--- src/rtl/fp16_result_collector.sv ---
// fp16_result_collector
// Receives the fp16 add/sub result stream, which has no back-pressure, and
// buffers {tuser,tdata} in a circular FIFO. The head entry is re-issued on a
// back-pressurable AXI-stream from registered outputs, with first-word
// fall-through and 1-cycle latency.
// Sticky exception flags and a sticky drop error are kept for the controller.
// Optional build macro FP16_RES_CNT_EN adds saturating per-flag and drop event
// counters.
module fp16_result_collector #(
  parameter int DEPTH = 8,
  parameter int AW    = 3
) (
  input  logic          aclk,
  input  logic          aresetn,
  input  logic          s_axis_res_tvalid,
  input  logic [15:0]   s_axis_res_tdata,
  input  logic [2:0]    s_axis_res_tuser,
  output logic          m_axis_tvalid,
  input  logic          m_axis_tready,
  output logic [15:0]   m_axis_tdata,
  output logic [2:0]    m_axis_tuser,
  output logic [AW:0]   level,
  output logic [2:0]    exc_sticky,
  output logic          drop_err,
`ifdef FP16_RES_CNT_EN
  output logic [15:0]   underflow_cnt,
  output logic [15:0]   overflow_cnt,
  output logic [15:0]   invalid_cnt,
  output logic [15:0]   drop_cnt,
`endif
  input  logic          clr
);

  localparam int W = 19;

  logic [W-1:0]  mem [DEPTH];

  logic [AW:0]   wr_ptr_q, wr_ptr_d;
  logic [AW:0]   rd_ptr_q, rd_ptr_d;
  logic [AW:0]   level_q, level_d;
  logic          tvalid_q, tvalid_d;
  logic [W-1:0]  out_q, out_d;
  logic [2:0]    sticky_q, sticky_d;
  logic          drop_err_q, drop_err_d;

  logic          full;
  logic          push;
  logic          pop;
  logic          drop;
  logic [W-1:0]  in_word;
  logic [W-1:0]  head;

  // Push/pop/drop decisions, pointer and level updates, next head selection.
  always_comb begin
    in_word  = {s_axis_res_tuser, s_axis_res_tdata};
    full     = (wr_ptr_q[AW] != rd_ptr_q[AW]) &&
               (wr_ptr_q[AW-1:0] == rd_ptr_q[AW-1:0]);
    pop      = tvalid_q & m_axis_tready;
    push     = s_axis_res_tvalid & (~full | pop);
    drop     = s_axis_res_tvalid & full & ~pop;

    wr_ptr_d = push ? wr_ptr_q + (AW+1)'(1) : wr_ptr_q;
    rd_ptr_d = pop  ? rd_ptr_q + (AW+1)'(1) : rd_ptr_q;

    level_d  = level_q;
    if (push && !pop) begin
      level_d = level_q + (AW+1)'(1);
    end else if (pop && !push) begin
      level_d = level_q - (AW+1)'(1);
    end

    tvalid_d = (wr_ptr_d != rd_ptr_d);

    // When the write slot equals the next head slot, the FIFO is empty after
    // this cycle's pop, so the incoming beat becomes the head directly.
    if (push && (wr_ptr_q[AW-1:0] == rd_ptr_d[AW-1:0])) begin
      head = in_word;
    end else begin
      head = mem[rd_ptr_d[AW-1:0]];
    end
    out_d    = tvalid_d ? head : out_q;

    sticky_d   = (clr ? 3'b000 : sticky_q) | (push ? s_axis_res_tuser : 3'b000);
    drop_err_d = (clr ? 1'b0 : drop_err_q) | drop;
  end

  // Storage array; contents are don't-care until written.
  always_ff @(posedge aclk) begin
    if (push) begin
      mem[wr_ptr_q[AW-1:0]] <= in_word;
    end
  end

  // Control and output registers.
  always_ff @(posedge aclk or negedge aresetn) begin
    if (!aresetn) begin
      wr_ptr_q   <= '0;
      rd_ptr_q   <= '0;
      level_q    <= '0;
      tvalid_q   <= 1'b0;
      out_q      <= '0;
      sticky_q   <= 3'b000;
      drop_err_q <= 1'b0;
    end else begin
      wr_ptr_q   <= wr_ptr_d;
      rd_ptr_q   <= rd_ptr_d;
      level_q    <= level_d;
      tvalid_q   <= tvalid_d;
      out_q      <= out_d;
      sticky_q   <= sticky_d;
      drop_err_q <= drop_err_d;
    end
  end

  assign m_axis_tvalid = tvalid_q;
  assign m_axis_tdata  = out_q[15:0];
  assign m_axis_tuser  = out_q[18:16];
  assign level         = level_q;
  assign exc_sticky    = sticky_q;
  assign drop_err      = drop_err_q;

`ifdef FP16_RES_CNT_EN
  logic [15:0] ucnt_q, ucnt_d;
  logic [15:0] ocnt_q, ocnt_d;
  logic [15:0] icnt_q, icnt_d;
  logic [15:0] dcnt_q, dcnt_d;

  // Saturating counter step; clr restarts the count, keeping a coincident event.
  function automatic logic [15:0] cnt_step(input logic [15:0] c,
                                           input logic inc,
                                           input logic clr_i);
    logic [15:0] r;
    if (clr_i) begin
      r = inc ? 16'd1 : 16'd0;
    end else if (inc && (c != 16'hFFFF)) begin
      r = c + 16'd1;
    end else begin
      r = c;
    end
    return r;
  endfunction

  // Next counter values.
  always_comb begin
    ucnt_d = cnt_step(ucnt_q, push & s_axis_res_tuser[0], clr);
    ocnt_d = cnt_step(ocnt_q, push & s_axis_res_tuser[1], clr);
    icnt_d = cnt_step(icnt_q, push & s_axis_res_tuser[2], clr);
    dcnt_d = cnt_step(dcnt_q, drop, clr);
  end

  // Counter registers.
  always_ff @(posedge aclk or negedge aresetn) begin
    if (!aresetn) begin
      ucnt_q <= '0;
      ocnt_q <= '0;
      icnt_q <= '0;
      dcnt_q <= '0;
    end else begin
      ucnt_q <= ucnt_d;
      ocnt_q <= ocnt_d;
      icnt_q <= icnt_d;
      dcnt_q <= dcnt_d;
    end
  end

  assign underflow_cnt = ucnt_q;
  assign overflow_cnt  = ocnt_q;
  assign invalid_cnt   = icnt_q;
  assign drop_cnt      = dcnt_q;
`endif

endmodule

--- config.mk ---
export PLATFORM = sky130hd
export DESIGN_NAME = fp16_result_collector
export DESIGN_NICKNAME = d
export VERILOG_FILES = /design/src/rtl/fp16_result_collector.sv
export SDC_FILE = /design/constraint.sdc
export NUM_CORES = 1
export LEC_CHECK = 0
export BUFFER_PORTS_ARGS = -buffer_cell sky130_fd_sc_hd__buf_2
export CAP_MARGIN = 10
export CORE_MARGIN = 2
export CORE_UTILIZATION = 25
export DETAILED_ROUTE_END_ITERATION = 8
export PLACE_DENSITY = 0.46
export SYNTH_ARGS = -nofsm -noshare
export SYNTH_HDL_FRONTEND = slang
export SYNTH_SLANG_ARGS = --single-unit
--- constraint.sdc ---
create_clock -name aclk -period 7.6 [get_ports aclk]
set_input_delay 0 -clock aclk [delete_from_list [all_inputs] [get_ports aclk]]
set_output_delay 0 -clock aclk [all_outputs]
set_load 0.1 [all_outputs]
**After elaboration in Yosys (flattened, before gate mapping)**

Memories as Yosys holds them, arrays and structs flattened. A register that Yosys moved wholly into a read port is not among the register bits.
Index checks and enable logic that the tools add are counted.

- Register bits: 17
- RAM bits: 152
- Input bits: 24
- Output and inout bits: 28
- Memories: 1

- Add/subtract/negate cells: 4
- Equality and inequality tests: 3
- Multiplexer cells: 9
- Bitwise gates (word level): 9
- Reductions and logical operators: 7

Memory list:

| memory | words | width | rd ports | clocked after memory_dff | wr ports | line | text |
|---|---|---|---|---|---|---|---|
| mem | 8 | 19 | 1 | 1 | 1 | 36 | `logic [W-1:0] mem [DEPTH];` |

Operators by type and width:

| operator | count |
|---|---|
| $mux 4 | 4 |
| $add 4x1->4 const B | 3 |
| $mux 3 | 2 |
| $and 1x1->1 | 4 |
| $ne 4x4->1 | 1 |
| $sub 4x1->4 const B | 1 |
| $eq 3x3->1 | 1 |
| $logic_and 1x1->1 | 3 |
| $logic_not 1->1 | 3 |
| $mux 1 | 3 |
| $or 3x3->3 | 1 |
| $not 1->1 | 2 |
| $or 1x1->1 | 2 |
| $reduce_bool 2->1 | 1 |
| $ne 1x1->1 | 1 |

**Logic depth before layout (Yosys ltp)**

- Depth after elaboration: 9
- Mapped depth: 15
- Gate-level depth less buffers: 13

**Least setup slack after synthesis**

Ideal clock, no wire load.

- Path kind: reg-to-reg
- From: register tvalid_q (netlist: m_axis_tvalid)
- To: memory mem[0][0], enable pin
- Setup time: 0.444 ns
- Arrival: 3.564 ns
- Setup slack: 3.592 ns
- Cell stages (with the launch flop): 8
- Period minus slack after synthesis: 4.008 ns
- Path through: dfrtp_1 buf_6 and2_4 buf_6 clkinv_8 nand4_4 o21ai_2 nor4_1

- Longest elaborated chain between the ends: 5

RTL lines:

| element | line | text |
|---|---|---|
| start: declaration | 41 | `logic tvalid_q, tvalid_d;` |
| start signal: assignment | 108 | `tvalid_q <= tvalid_d;` |
| $and 1x1->1 | 58 | `pop = tvalid_q & m_axis_tready;` |
| $or 1x1->1 | 59 | `push = s_axis_res_tvalid & (~full \| pop);` |
| $and 1x1->1 | 59 |  |
| $mux 1 | 89 | `if (push) begin` |
| $mux 1 (implied by the code) | 90 | `mem[wr_ptr_q[AW-1:0]] <= in_word;` |
| end: declaration | 36 |  |

No other way between the ends.

**Worst setup path after layout**

- From: register rd_ptr_q[0]
- To: register out_q[8] (read register of mem)

RTL lines:

| element | line | text |
|---|---|---|
| start: declaration | 39 | `logic [AW:0] rd_ptr_q, rd_ptr_d;` |
| start signal: assignment | 106 | `rd_ptr_q <= rd_ptr_d;` |
| $add 4x1->4 * | 63 | `rd_ptr_d = pop ? rd_ptr_q + (AW+1)'(1) : rd_ptr_q;` |
| $mux 4 * | 63 |  |
| named net rd_ptr_d[1] | 39 |  |
| $ne 4x4->1 | 72 | `tvalid_d = (wr_ptr_d != rd_ptr_d);` |
| end: declaration | 42 | `logic [W-1:0] out_q, out_d;` |

The timed path passes the listed nets; every way through them passes the cells marked *.
A chain may end at the register's enable or synchronous reset.

==> impl_metrics.yaml <==
placement:
  place_congestion: 0.700
  place_area_sq_um: 9150
  dpl.hpwl_mm: 12.2
  portBuffers: 51
cts:
  hold_buffers: 23
  cts-root-buf: "clkbuf_16"
  cts_tree: "built"
  post_cts_buffers: 0
  clk_latency_ps: 430
  cts_buffer_depth: 2
  clkTransAtPathRegs_ps: 70
  cts_inserted_buffers: 17
  clock_sinks: 188
  htreeDepth: 4
  cts.repair.resized: 0
timing:
  tightest_slew_ps: 1020
  fin_skew_ps: 13.9
  fin_crit_sh_pct: 53.7
  report.final.slew_viol_count: 0
  fmax_mhz: 245
  tns_ps: 0
  finalSetupViolCount: 0
  rsz0062_at_grt: "false"
  slew_headroom_pct: 31.4
  holdWs_ps: 213
  fin_crit_ps: 4080
  finalHoldViolations: 0
drt:
  routed-via-count: 5417
  wl_met1_mm: 10.8
  firstDrtPassIters: 5
  wl_met2_mm: 10.3
  dr.max_layer_used: "met4"
  drt_iter0_drc: 397
  drt_wl_total_mm: 22.1
  wire_per_inst_um: 19.2
  drc: 0
  via_per_inst: 4.71
  wl_met3_um: 686
  antenna_left: 0
global_route:
  antenna_found_initial: 0
  track_usage_pct: 12.8
  overflow: 0
  grt_pass1_vias: 5506
  grt_first_pass_wirelength_mm: 34.2
  grt_max_degree: 75
job:
  maxCapViolations: 0
floorplanning:
  die_y_um: 187
  die_w_um: 187
  pin_count: 52
  core_area_sq_um: 33300
  dieArea_sq_um: 35000
  row_count: 67
  initial_core_util_pct: 25.2
worst_setup_path:
  start_kind: "flip-flop"
  path_max_fanout: 74
  worstPathRequired_ps: 7910
  path_class: "reg2reg"
  arrival_ps: 4390
  critPathCaptureType: "flip-flop"
synth:
  ys_ff_latch: 188
  yosysTopAreaCell: "edfxtp_1"
  yosys.area.top_type_share_pct: 54.4
  synth_area_sq_um: 8380
  synth.distinct_cells: 56
  yosysWarnings: 0
  yosysSeqAreaShare_pct: 65.2
  synth_cells: 632
  synth_enable_flop_cells: 152
  synth_flop_cell: "edfxtp_1"
  synth_area_per_cell_sq_um: 13.3
  synthArstFlopShare_pct: 19.1
  synthesis.nets: 662
  synth_area_leaders: "edfxtp_1 (54%), dfrtp_1 (11%), mux2_4 (3.4%), nand3_1 (3.3%), nand4_1 (2.8%)"
cells_and_area:
  layout-drive-gt1-share_pct: 21.7
  final_area_sq_um: 9960
  areaGrowthSynthToFinish_pct: 18.8
  final_nets: 719
  n_antenna_cell: 0
hold_path:
  holdCritPathClass: "in2reg"
power_and_ir_drop:
  leakagePower_nw: 3.47
  powerDensity_nw_per_um2: 469
  ir_worst_vdd_mv: 0.199
status:
  status: "finished, final reports clean"
layout by cell type (no fill, tap or decap), drive strengths merged, types with 2 or more instances in the layout:
cell	count
inv	34
edfxtp	152
ha	5
mux2i	23
nand4	38
o2bb2ai	3
clkbuf	17
and3	2
nor4	2
dfrtp	36
dlygate4sd3	23
nand2b	2
o22ai	37
nor2	6
clkinv	6
a21oi	39
a22o	2
nor3b	3
mux2	20
nand3	56
nor3	42
buf	70
a21o	2
nand2	4
xnor2	12
xor2	8
and2	3
o21ai	39
logic make-up (layout without fill, tap and decap cells):
| group | after synthesis | count (layout) | synth area share (%) |
|---|---|---|---|
| buf+inv | 81 | 151 | 4.43 |
| flops | 188 | 188 | 65.2 |
| mux | 44 | 44 | 6.55 |
| simple gates | 162 | 162 | 11.1 |
| compound gates | 130 | 130 | 9.15 |
| fa+ha+maj | 6 | 6 | 0.985 |
| xor+xnor | 21 | 21 | 2.63 |
cells in the mapped netlist (2+ instances only):
library cell / instances
o22ai_1: 37
a22o_1: 2
a21o_1: 2
and3_1: 2
o2bb2ai_1: 3
nor3b_2: 2
buf_6: 5
ha_1: 5
o21ai_0: 38
dfrtp_1: 36
a21oi_1: 39
edfxtp_1: 152
nand2b_1: 2
xnor2_2: 2
xnor2_1: 10
clkbuf_1: 39
nand2_1: 4
xor2_1: 7
inv_1: 24
mux2_4: 19
buf_4: 2
nand3_1: 56
mux2i_1: 23
nand4_1: 37
buf_2: 8
nor2_1: 6
nor3_1: 41
critical path: stages, from the launching register on:
cell and delay, ps:
dfrtp_1 780, ha_1 380, nand3_2 70, buf_4 670, nand2_1 310, xor2_1 250
nor4_4 740, buf_4 380, mux2i_1 110, mux2_4 270
per-stage QoR:
step | power, W | utilization, % | setup slack (ps) | std cells
finish | 0.00467 | 29.9 | 3520 | 1150
floorplan | 0.00330 | - | 3590 | 632
global route | 0.00493 | 29.9 | 3170 | 1150
CTS | 0.00472 | 29.9 | 3410 | 1150
global placement | 0.00383 | 27.5 | 3470 | 1095
detailed placement | 0.00384 | 27.5 | 3430 | 1095
power by group:
part           total, W  switching (W)  leakage [nW]  internal, W
logic           0.00231        0.00152          1.39     0.000793
clock network  0.000868       0.000429         0.282     0.000439
registers       0.00149       0.000144          1.80      0.00134
total           0.00467        0.00209          3.47      0.00257
cell type report:
cell class | instances | area (sq um)
Sequential cell | 188 | 5470
Clock inverter | 15 | 151
Fill cell | 3380 | 23300
Multi-Input combinational cell | 363 | 2620
Timing Repair Buffer | 93 | 628
Clock buffer | 17 | 425
Tap cell | 448 | 561
Inverter | 26 | 110
layer usage:
| layer | global-route usage (%) | vias to the layer above |
|---|---|---|
| li1 | - | 2539 |
| met1 | 17.8 | 2741 |
| met2 | 20.3 | 115 |
| met3 | 2.08 | 22 |
| met4 | 4.64 | 0 |
| met5 | 0 | - |
final timing paths:
kind                               start  cells after the start  slack [ps]           to
hold / removal             m_axis_tready                      4         210  wr_ptr_q[1]
max in group asynchronous        aresetn                      2        6710     out_q[7]
hold reg to reg                 level[3]                      1         470     level[3]
setup reg to reg             rd_ptr_q[0]                      9        3520     out_q[8]
setup / recovery             rd_ptr_q[0]                      9        3520     out_q[8]
min in group asynchronous        aresetn                      2         270     out_q[0]
registers in the layout (all words and copies together) (netlist names):
name           count
drop_err           1
exc_sticky         3
m_axis_tvalid      1
rd_ptr_q           4
level              4
out_q             19
mem              152
wr_ptr_q           4
Power figures use the tool's default switching activity.
